$ cat src/rtl/systolic_data_feeder.sv
// Streams descriptor-addressed rows from the unified buffer (1-cycle read latency) to the
// systolic setup unit, then MATRIX_WIDTH-1 zero flush rows. `TPU_FEEDER_STALL_CNT_EN adds stall_cycles.
module systolic_data_feeder #(
  parameter int MATRIX_WIDTH = 14,
  parameter int ADDR_WIDTH   = 24,
  parameter int COUNT_WIDTH  = 16
) (
  input  logic                          clk,
  input  logic                          rst,
  input  logic                          start,
  input  logic [ADDR_WIDTH-1:0]         base_addr,
  input  logic [COUNT_WIDTH-1:0]        row_count,
  output logic                          busy,
  output logic                          done,
  input  logic                          hold,
  output logic                          buf_rd_en,
  output logic [ADDR_WIDTH-1:0]         buf_rd_addr,
  input  logic [MATRIX_WIDTH-1:0][7:0]  buf_rd_data,
  output logic [MATRIX_WIDTH-1:0][7:0]  data_out,
`ifdef TPU_FEEDER_STALL_CNT_EN
  output logic [31:0]                   stall_cycles,
`endif
  output logic                          data_enable
);
  localparam int FW = (MATRIX_WIDTH > 2) ? $clog2(MATRIX_WIDTH) : 1;
  localparam int TW = COUNT_WIDTH + 1;

  typedef enum logic [2:0] {S_IDLE, S_FETCH, S_DRAIN, S_FLUSH, S_DONE} state_t;
  state_t state, state_nxt;

  logic [ADDR_WIDTH-1:0]        addr;
  logic [COUNT_WIDTH-1:0]       cnt, issued;
  logic [TW-1:0]                cons, total;
  logic [FW-1:0]                flush_ld;
  logic                         rd_pend, skid_valid, out_valid;
  logic [MATRIX_WIDTH-1:0][7:0] skid_data, out_data;
  logic                         accept, issue, consume, out_free, flush_ready;

  assign accept   = (state == S_IDLE) && start;
  // No issue while the skid is occupied: guarantees an in-flight row always has a landing slot.
  assign issue    = (state == S_FETCH) && !hold && !skid_valid;
  assign consume  = out_valid && !hold;
  assign out_free = !out_valid || consume;
  assign flush_ready = ((state == S_DRAIN) || (state == S_FLUSH)) && !rd_pend && !skid_valid &&
                       (flush_ld != FW'(MATRIX_WIDTH - 1));
  assign total    = TW'(cnt) + TW'(MATRIX_WIDTH - 1);

  assign busy        = (state != S_IDLE);
  assign done        = (state == S_DONE);
  assign buf_rd_en   = issue;
  assign buf_rd_addr = addr;
  assign data_out    = out_data;
  assign data_enable = consume;

  always_ff @(posedge clk or posedge rst) begin
    if (rst) state <= S_IDLE;
    else     state <= state_nxt;
  end

  always_comb begin
    state_nxt = state;
    case (state)
      S_IDLE:  if (accept) state_nxt = (row_count == '0) ? S_DONE : S_FETCH;
      S_FETCH: if (issue && (issued == cnt - COUNT_WIDTH'(1))) state_nxt = S_DRAIN;
      S_DRAIN: if (cons >= TW'(cnt)) state_nxt = S_FLUSH;
      S_FLUSH: if (cons == total) state_nxt = S_DONE;
      S_DONE:  state_nxt = S_IDLE;
      default: state_nxt = S_IDLE;
    endcase
  end

  always_ff @(posedge clk or posedge rst) begin
    if (rst) begin
      addr       <= '0;
      cnt        <= '0;
      issued     <= '0;
      cons       <= '0;
      flush_ld   <= '0;
      rd_pend    <= 1'b0;
      skid_valid <= 1'b0;
      skid_data  <= '0;
      out_valid  <= 1'b0;
      out_data   <= '0;
    end else begin
      rd_pend <= issue;
      if (issue) begin
        addr   <= addr + ADDR_WIDTH'(1);
        issued <= issued + COUNT_WIDTH'(1);
      end
      if (consume) cons <= cons + TW'(1);
      // Output register priority: held row stays, then skid, then fresh read, then flush zeros.
      if (!out_free) begin
        if (rd_pend) begin
          skid_data  <= buf_rd_data;
          skid_valid <= 1'b1;
        end
      end else if (skid_valid) begin
        out_data   <= skid_data;
        out_valid  <= 1'b1;
        skid_valid <= 1'b0;
      end else if (rd_pend) begin
        out_data  <= buf_rd_data;
        out_valid <= 1'b1;
      end else if (flush_ready) begin
        out_data  <= '0;
        out_valid <= 1'b1;
        flush_ld  <= flush_ld + FW'(1);
      end else begin
        out_valid <= 1'b0;
      end
      if (accept) begin
        addr     <= base_addr;
        cnt      <= row_count;
        issued   <= '0;
        cons     <= '0;
        flush_ld <= '0;
      end
    end
  end

`ifdef TPU_FEEDER_STALL_CNT_EN
  always_ff @(posedge clk or posedge rst) begin
    if (rst)                                stall_cycles <= '0;
    else if (accept)                        stall_cycles <= '0;
    else if (busy && hold && !(&stall_cycles)) stall_cycles <= stall_cycles + 32'd1;
  end
`endif
endmodule

$ cat config.mk
export PLATFORM = sky130hd
export DESIGN_NAME = systolic_data_feeder
export DESIGN_NICKNAME = d
export VERILOG_FILES = /design/src/rtl/systolic_data_feeder.sv
export SDC_FILE = /design/constraint.sdc
export NUM_CORES = 1
export LEC_CHECK = 0
export ABC_AREA = 1
export CAP_MARGIN = 20
export CORE_MARGIN = 1
export CORE_UTILIZATION = 35
export CTS_CLUSTER_SIZE = 12
export DETAILED_ROUTE_END_ITERATION = 7
export PLACE_DENSITY = 0.68
export SLEW_MARGIN = 15
export SYNTH_ARGS = -nofsm -noshare
export SYNTH_HDL_FRONTEND = slang
export SYNTH_SLANG_ARGS = --single-unit
$ cat constraint.sdc
create_clock -name clk -period 9.83 [get_ports clk]
set_clock_uncertainty 0.1 [all_clocks]
set_input_delay 1.4745 -clock clk [delete_from_list [all_inputs] [get_ports clk]]
set_output_delay 1.4745 -clock clk [all_outputs]
set_load 0.01 [all_outputs]
==> flow_summary_export.csv, run 1 <==
group,metric,value,unit
place,gp_congestion,0.888,
setup_path,cp-end-kind,"primary output",
place,port_buffers,295,
setup_path,rr_worst_depth,8,
setup_path,critical_path.top_delay_family,"buffers and inverters",
sta,hold_violations,0,
setup_path,r2r_setup_slack,6.42,ns
grt,gr-total-overflow,0,
drt,first_iter_violations,824,
min_path,hp-class,"register to register",
pwr,vdd_drop_max,0.141,mV
drt,wl_per_cell,17.0,um
floorplanning,rows,76,
place,placed_area,18800,um^2
drt,viasPerCell,5.09,
setup_path,critPathLaunch,"hold",
floorplanning,dieArea,45100,um^2
place,hpwl,30000,um
clock_network,clkTransAtPathRegs,0.06,ns
sta,rsz0062_at_grt,"false",
min_path,min_from,"skid_data[54]",
clock_network,htreeDepth,2,
clock_network,cts_buffers,38,
pwr,leakage,9.17,nW
drt,drc,0,
setup_path,crit_type,"input pin to primary output",
grt,grtUsageTotal,0.199,
yosys,avgSynthCellArea,8.72,um^2
sta,period_share,0.523,
pwr,pwr_density_cell,214,nW/um^2
sta,max_slew_margin,0.334,
grt,antenna_found_initial,4,
setup_path,reg2reg_from,"rd_pend",
sta,worst_pin_slew,0.999,ns
drt,first_pass_iters,7,
cells_and_area,syn_to_final_growth,30.2,%
setup_path,required,8.26,ns
setup_path,cp.buffers_inverters,3,
clock_network,postCtsHoldBufs,0,
min_path,hold_end,"skid_data[54]",
setup_path,cpMostUsedCell,"clkdlybuf4s50_1",
drt,finalWirelength,44900,um
clock_network,cts_tree,"built",
sta,min_period,5.14,ns
run,drv_cap,0,
setup_path,reg2reg_to,"data_out[74]",
grt,grt_start_max_net_pins,169,
clock_network,cts_resized,0,
sta,drv_slew,0,
drt,vias,13432,
drt,ant_nets,0,
floorplanning,coreArea,43400,um^2
yosys,yosysSeqAreaShare,0.496,
sta,max_clock_freq,0.194,GHz
cells_and_area,multiInputGateArea,6860,um^2
setup_path,cp_slowest_cell,"clkdlybuf4s50_1",
cells_and_area,fin_util,0.466,
clock_network,post_cts_buffers,0,
floorplanning,die_h,212,um
setup_path,cpPeakStageDelay,0.59,ns
floorplanning,start_util,0.357,
setup_path,path_cells,"clkdlybuf4s50_1, nor2_1, nand3_2, clkinv_1, clkdlybuf4s50_1",
clock_network,cts_root_buffer,"clkbuf_16",
setup_path,crit_fanout,23,
clock_network,cts.path.max_buffers,3,
cells_and_area,drive_gt1_frac,0.110,
cells_and_area,post-route-cell-area,20200,um^2
clock_network,clock_latency,0.55,ns
yosys,yosysWarningCount,0,
grt,grt_pass1_wl,71200,um
yosys,synthDistinctLibCells,48,
yosys,netlist_instances,1778,
sta,tns,0,ns
yosys,syn_nets,1957,
yosys,ys_ff_latch,307,
floorplanning,io_pins,296,
setup_path,cp_data_arrival_time,3.57,ns
cells_and_area,seqCellArea,7690,um^2
floorplanning,die_w,212,um
min_path,holdPathStages,1,
yosys,syn_area,15500,um^2
run_status,status,"completed",
cells_and_area,nNetsFinal,2203,
clock_network,clkSinkCount,307,
cells_and_area,fillers,4183,
setup_path,start_kind,"input pin",
sta,setup_viol,0,
grt,grt_pass1_vias,13470,
[final cells by class]
class	count	share of cell area
repair buffers	306	0.152
clock inverters	15	0.0104
multi-input cells	1235	0.340
inverters	136	0.0258
well taps	585	0.0363
flip-flops and latches	307	0.381
diodes	2	0.000248
clock buffers	53	0.0544
[synth_stat cells, drive strengths merged]
library cell | n | area share
a21oi | 37 | 0.012
o22ai | 3 | 0.0012
o21bai | 3 | 0.0015
a31oi | 115 | 0.046
a211oi | 3 | 0.0015
a221oi | 1 | 0.00057
nand3b | 1 | 0.00048
clkbuf | 52 | 0.013
mux2i | 1 | 0.00065
a22o | 1 | 0.00057
inv | 134 | 0.032
o311a | 1 | 0.00065
nor3b | 1 | 0.00048
clkinv | 2 | 0.00048
o211ai | 3 | 0.0015
nand4 | 22 | 0.0089
o21ai | 64 | 0.021
or2 | 2 | 0.00081
nor2 | 231 | 0.059
xnor2 | 10 | 0.0056
nor4 | 6 | 0.0038
o221a | 1 | 0.00073
buf | 48 | 0.017
mux2 | 112 | 0.081
o311ai | 1 | 0.00057
xor2 | 20 | 0.011
nand3 | 171 | 0.059
dfrtp | 307 | 0.50
nor3 | 25 | 0.0091
nand2 | 367 | 0.090
o221ai | 3 | 0.0017
o21a | 7 | 0.0034
ha | 23 | 0.019
[cells by family (layout without fill, tap and decap cells)]
group,count (synthesis),after routing,share of synthesized area
AO/OA/AOI/OAI,243,243,0.0930
XOR/XNOR,30,30,0.0170
adder cells (fa/ha/maj),23,23,0.0186
buffers and inverters,236,510,0.0624
flip-flops,307,307,0.496
multiplexers,113,113,0.0820
other,0,2,0
AND/OR/NAND/NOR,826,826,0.231
[placed cells by master, fill, tap and decap left out, types with 23 or more instances in the layout]
cell type        netlist  final
nor2_1               223    223
nor3_1                23     23
inv_1                131    129
dfrtp_1              307    305
mux2_2               112    112
o21ai_0               62     62
clkbuf_16              0     39
ha_1                  23     23
nand3_1              162    162
nand2_1              360    358
a31oi_1              115    115
clkdlybuf4s50_1        0    295
a21oi_1               37     37
[worst reg2reg max path, cell delays in order (launching register included)]
cell	delay, ns
dfrtp_4	0.73
nor2_1	0.28
nand4_1	0.16
nand2_1	0.09
nand2_1	0.12
inv_6	0.62
buf_4	0.87
nor2_1	0.17
a31oi_1	0.19
[state kept, by name (all words and copies together) (netlist names)]
name,cells
data_out,112
skid_data,112
buf_rd_addr,24
cons,17
cnt,16
issued,16
flush_ld,4
state,3
out_valid,1
rd_pend,1
skid_valid,1
[how the worst max path moves through the flow]
stage,endpoint,cells after the start
floorplan,buf_rd_addr[0],1
global placement,buf_rd_en,5
detailed placement,buf_rd_en,5
CTS,buf_rd_en,5
global route,buf_rd_en,5
finish,buf_rd_en,5
[where the power goes]
part	switching [mW]	internal, mW
clock network	0.572	0.891
logic	0.612	0.590
registers	0.155	1.50
total	1.34	2.98
[metal layers]
| metal | up-vias | global-route usage | share of wire |
|---|---|---|---|
| li1 | 6454 | - | - |
| met1 | 6511 | 0.247 | 0.42 |
| met2 | 376 | 0.323 | 0.48 |
| met3 | 87 | 0.0561 | 0.071 |
| met4 | 4 | 0.0824 | 0.033 |
| met5 | - | 0 | 0.00069 |
[per-stage QoR]
| step | hold WS [ns] | setup slack, ns | std cells | total power [mW] |
|---|---|---|---|---|
| 2_1_floorplan | 0.379 | 4.17 | 1778 | 2.23 |
| 3_3_place_gp | 0.386 | 4.68 | 2568 | 2.85 |
| 3_5_place_dp | 0.393 | 4.67 | 2568 | 2.88 |
| 4_1_cts | 0.406 | 4.67 | 2636 | 4.38 |
| 5_1_grt | 0.409 | 4.60 | 2638 | 4.56 |
| 6_report | 0.403 | 4.69 | 2639 | 4.32 |
Power figures use the tool's default switching activity.
==> run 2, diff against run 1 <==
--- a/config.mk
+++ b/config.mk
@@ -11,7 +11,7 @@
 export CORE_UTILIZATION = 35
 export CTS_CLUSTER_SIZE = 12
 export DETAILED_ROUTE_END_ITERATION = 7
-export PLACE_DENSITY = 0.68
+export PLACE_DENSITY = 0.66
 export SLEW_MARGIN = 15
 export SYNTH_ARGS = -nofsm -noshare
 export SYNTH_HDL_FRONTEND = slang
==> constraint.sdc (replaced) <==
create_clock -name clk -period 5.4 [get_ports clk]
set_clock_uncertainty 0.1 [all_clocks]
set_input_delay 0.81 -clock clk [delete_from_list [all_inputs] [get_ports clk]]
set_output_delay 0.81 -clock clk [all_outputs]
set_load 0.01 [all_outputs]
==> run 2 against run 1 <==
Combinational power is 83% higher. Worst hold slack worse by 0.00072 ns. Die area stayed put. Cell count hardly changed. Count of clock-buffer cells in the layout is 1 higher. Sequential power is 82% higher. Non-clock buffer count is 1 higher. Register-to-register slack worse by 4.1 ns. Global-route usage is 0.26 points lower. Total power is 78% higher. Flip-flop and latch count stayed put. Final area is 0.44% lower. Critical path type is now register to primary output.
==> flow_summary_export.csv, run 2 (same netlist as run 1, synthesis figures left out) <==
group,metric,value,unit
run_status,status,"completed",
cells_and_area,nNetsFinal,2202,
sta,drv_slew,0,
sta,hold_violations,0,
sta,fin_hold_ws,0.403,ns
sta,max_slew_margin,0.349,
drt,first_iter_violations,986,
run,drv_cap,0,
clock_network,clock_latency,0.54,ns
clock_network,cts_root_buffer,"clkbuf_16",
cells_and_area,syn_to_final_growth,29.6,%
cells_and_area,drive_gt1_frac,0.106,
setup_path,cp-end-kind,"primary output",
cells_and_area,stdcell_count,2637,
setup_path,crit_type,"register to primary output",
drt,ant_nets,0,
drt,vias,13317,
clock_network,clkTransAtPathRegs,0.06,ns
setup_path,cp_data_arrival_time,2.86,ns
sta,setup_viol,0,
floorplanning,dieArea,45100,um^2
sta,tns,0,ns
clock_network,cts_buffers,36,
grt,grt_pass1_wl,70400,um
cells_and_area,final_cell_mix,"358 x nand2_1, 305 x dfrtp_1, 295 x clkdlybuf4s50_1",
drt,first_pass_iters,5,
pwr,pwr_density_cell,382,nW/um^2
clock_network,post_cts_buffers,0,
place,placed_cells,2570,
pwr,power,7.67,mW
sta,max_clock_freq,0.265,GHz
sta,min_period,3.77,ns
setup_path,crit_fanout,34,
clock_network,cts.path.max_buffers,3,
floorplanning,rows,76,
place,hpwl,29800,um
grt,gr-total-overflow,0,
cells_and_area,final_common_cell,"nand2_1",
grt,grt_start_max_net_pins,123,
drt,viasPerCell,5.05,
grt,grtUsageTotal,0.196,
min_path,hp-class,"register to register",
floorplanning,die_h,212,um
drt,drc,0,
sta,worst_pin_slew,0.976,ns
clock_network,htreeDepth,2,
floorplanning,start_util,0.357,
clock_network,postCtsHoldBufs,0,
drt,finalWirelength,44200,um
floorplanning,io_pins,296,
floorplanning,die_w,212,um
clock_network,cts_resized,0,
cells_and_area,post-route-cell-area,20100,um^2
setup_path,required,4.49,ns
setup_path,rr_worst_depth,11,
pwr,leakage,9.12,nW
place,placed_area,18900,um^2
sta,rsz0062_at_grt,"false",
cells_and_area,fillers,4168,
grt,grt_pass1_vias,13115,
pwr,vdd_drop_max,0.277,mV
place,port_buffers,295,
place,gp_congestion,0.893,
drt,wl_per_cell,16.8,um
clock_network,cts_tree,"built",
min_path,holdPathStages,1,
setup_path,start_kind,"register",
floorplanning,coreArea,43400,um^2
sta,period_share,0.698,
clock_network,clkSinkCount,307,
grt,antenna_found_initial,4,
## run 2: cell types whose count changed in the layout (fill, tap and decap cells not counted), sizes merged
cell	delta
clkinvlp	-1
clkinv	-4
buf	+1
clkbuf	+1
inv	+2
bufinv	-1
## run 2: layout make-up
class                      count  area [um^2]  share of cell area
tap                          585          732              0.0364
sequential                   307         7690               0.383
timing repair buffer         307         3090               0.154
clock inverter                11          166             0.00828
multi-input combinational   1235         6860               0.341
clock buffer                  54         1030              0.0512
antenna                        2         5.00            0.000249
inverter                     136          520              0.0259
## run 2: stage by stage
stage                      util  setup WS (ns)
after CTS                 0.463           1.56
after global placement    0.436           1.65
final                     0.463           1.63
after floorplan               -          0.405
after detailed placement  0.436           1.64
after global routing      0.463           1.47
## run 2: per-layer routing
| layer | track usage | wire, um |
|---|---|---|
| met1 | 0.240 | 18100 |
| met4 | 0.0739 | 1330 |
| met2 | 0.326 | 21500 |
| met3 | 0.0572 | 3190 |
| met5 | 0 | 31 |
## run 2: report_power, final
part	switching, mW	internal (mW)	leakage [nW]
registers	0.280	2.73	3.98
logic	1.11	1.08	4.56
clock network	1.01	1.48	0.581
total	2.39	5.28	9.12
## run 2: worst paths after layout
path,start,end,slack [ns]
setup / recovery,skid_valid,buf_rd_en,1.63
hold / removal,skid_data[29],skid_data[29],0.40
setup reg to reg,skid_valid,issued[15],2.30
hold reg to reg,skid_data[29],skid_data[29],0.40
max in group asynchronous,rst,data_out[36],3.45
min in group asynchronous,rst,skid_data[72],0.62
## run 2: critical path: stages, from the launching register on
cell and delay, ns:
dfrtp_4 0.65, nor2_1 0.22, nand3_2 0.44, clkinv_1 0.39, clkdlybuf4s50_1 0.60
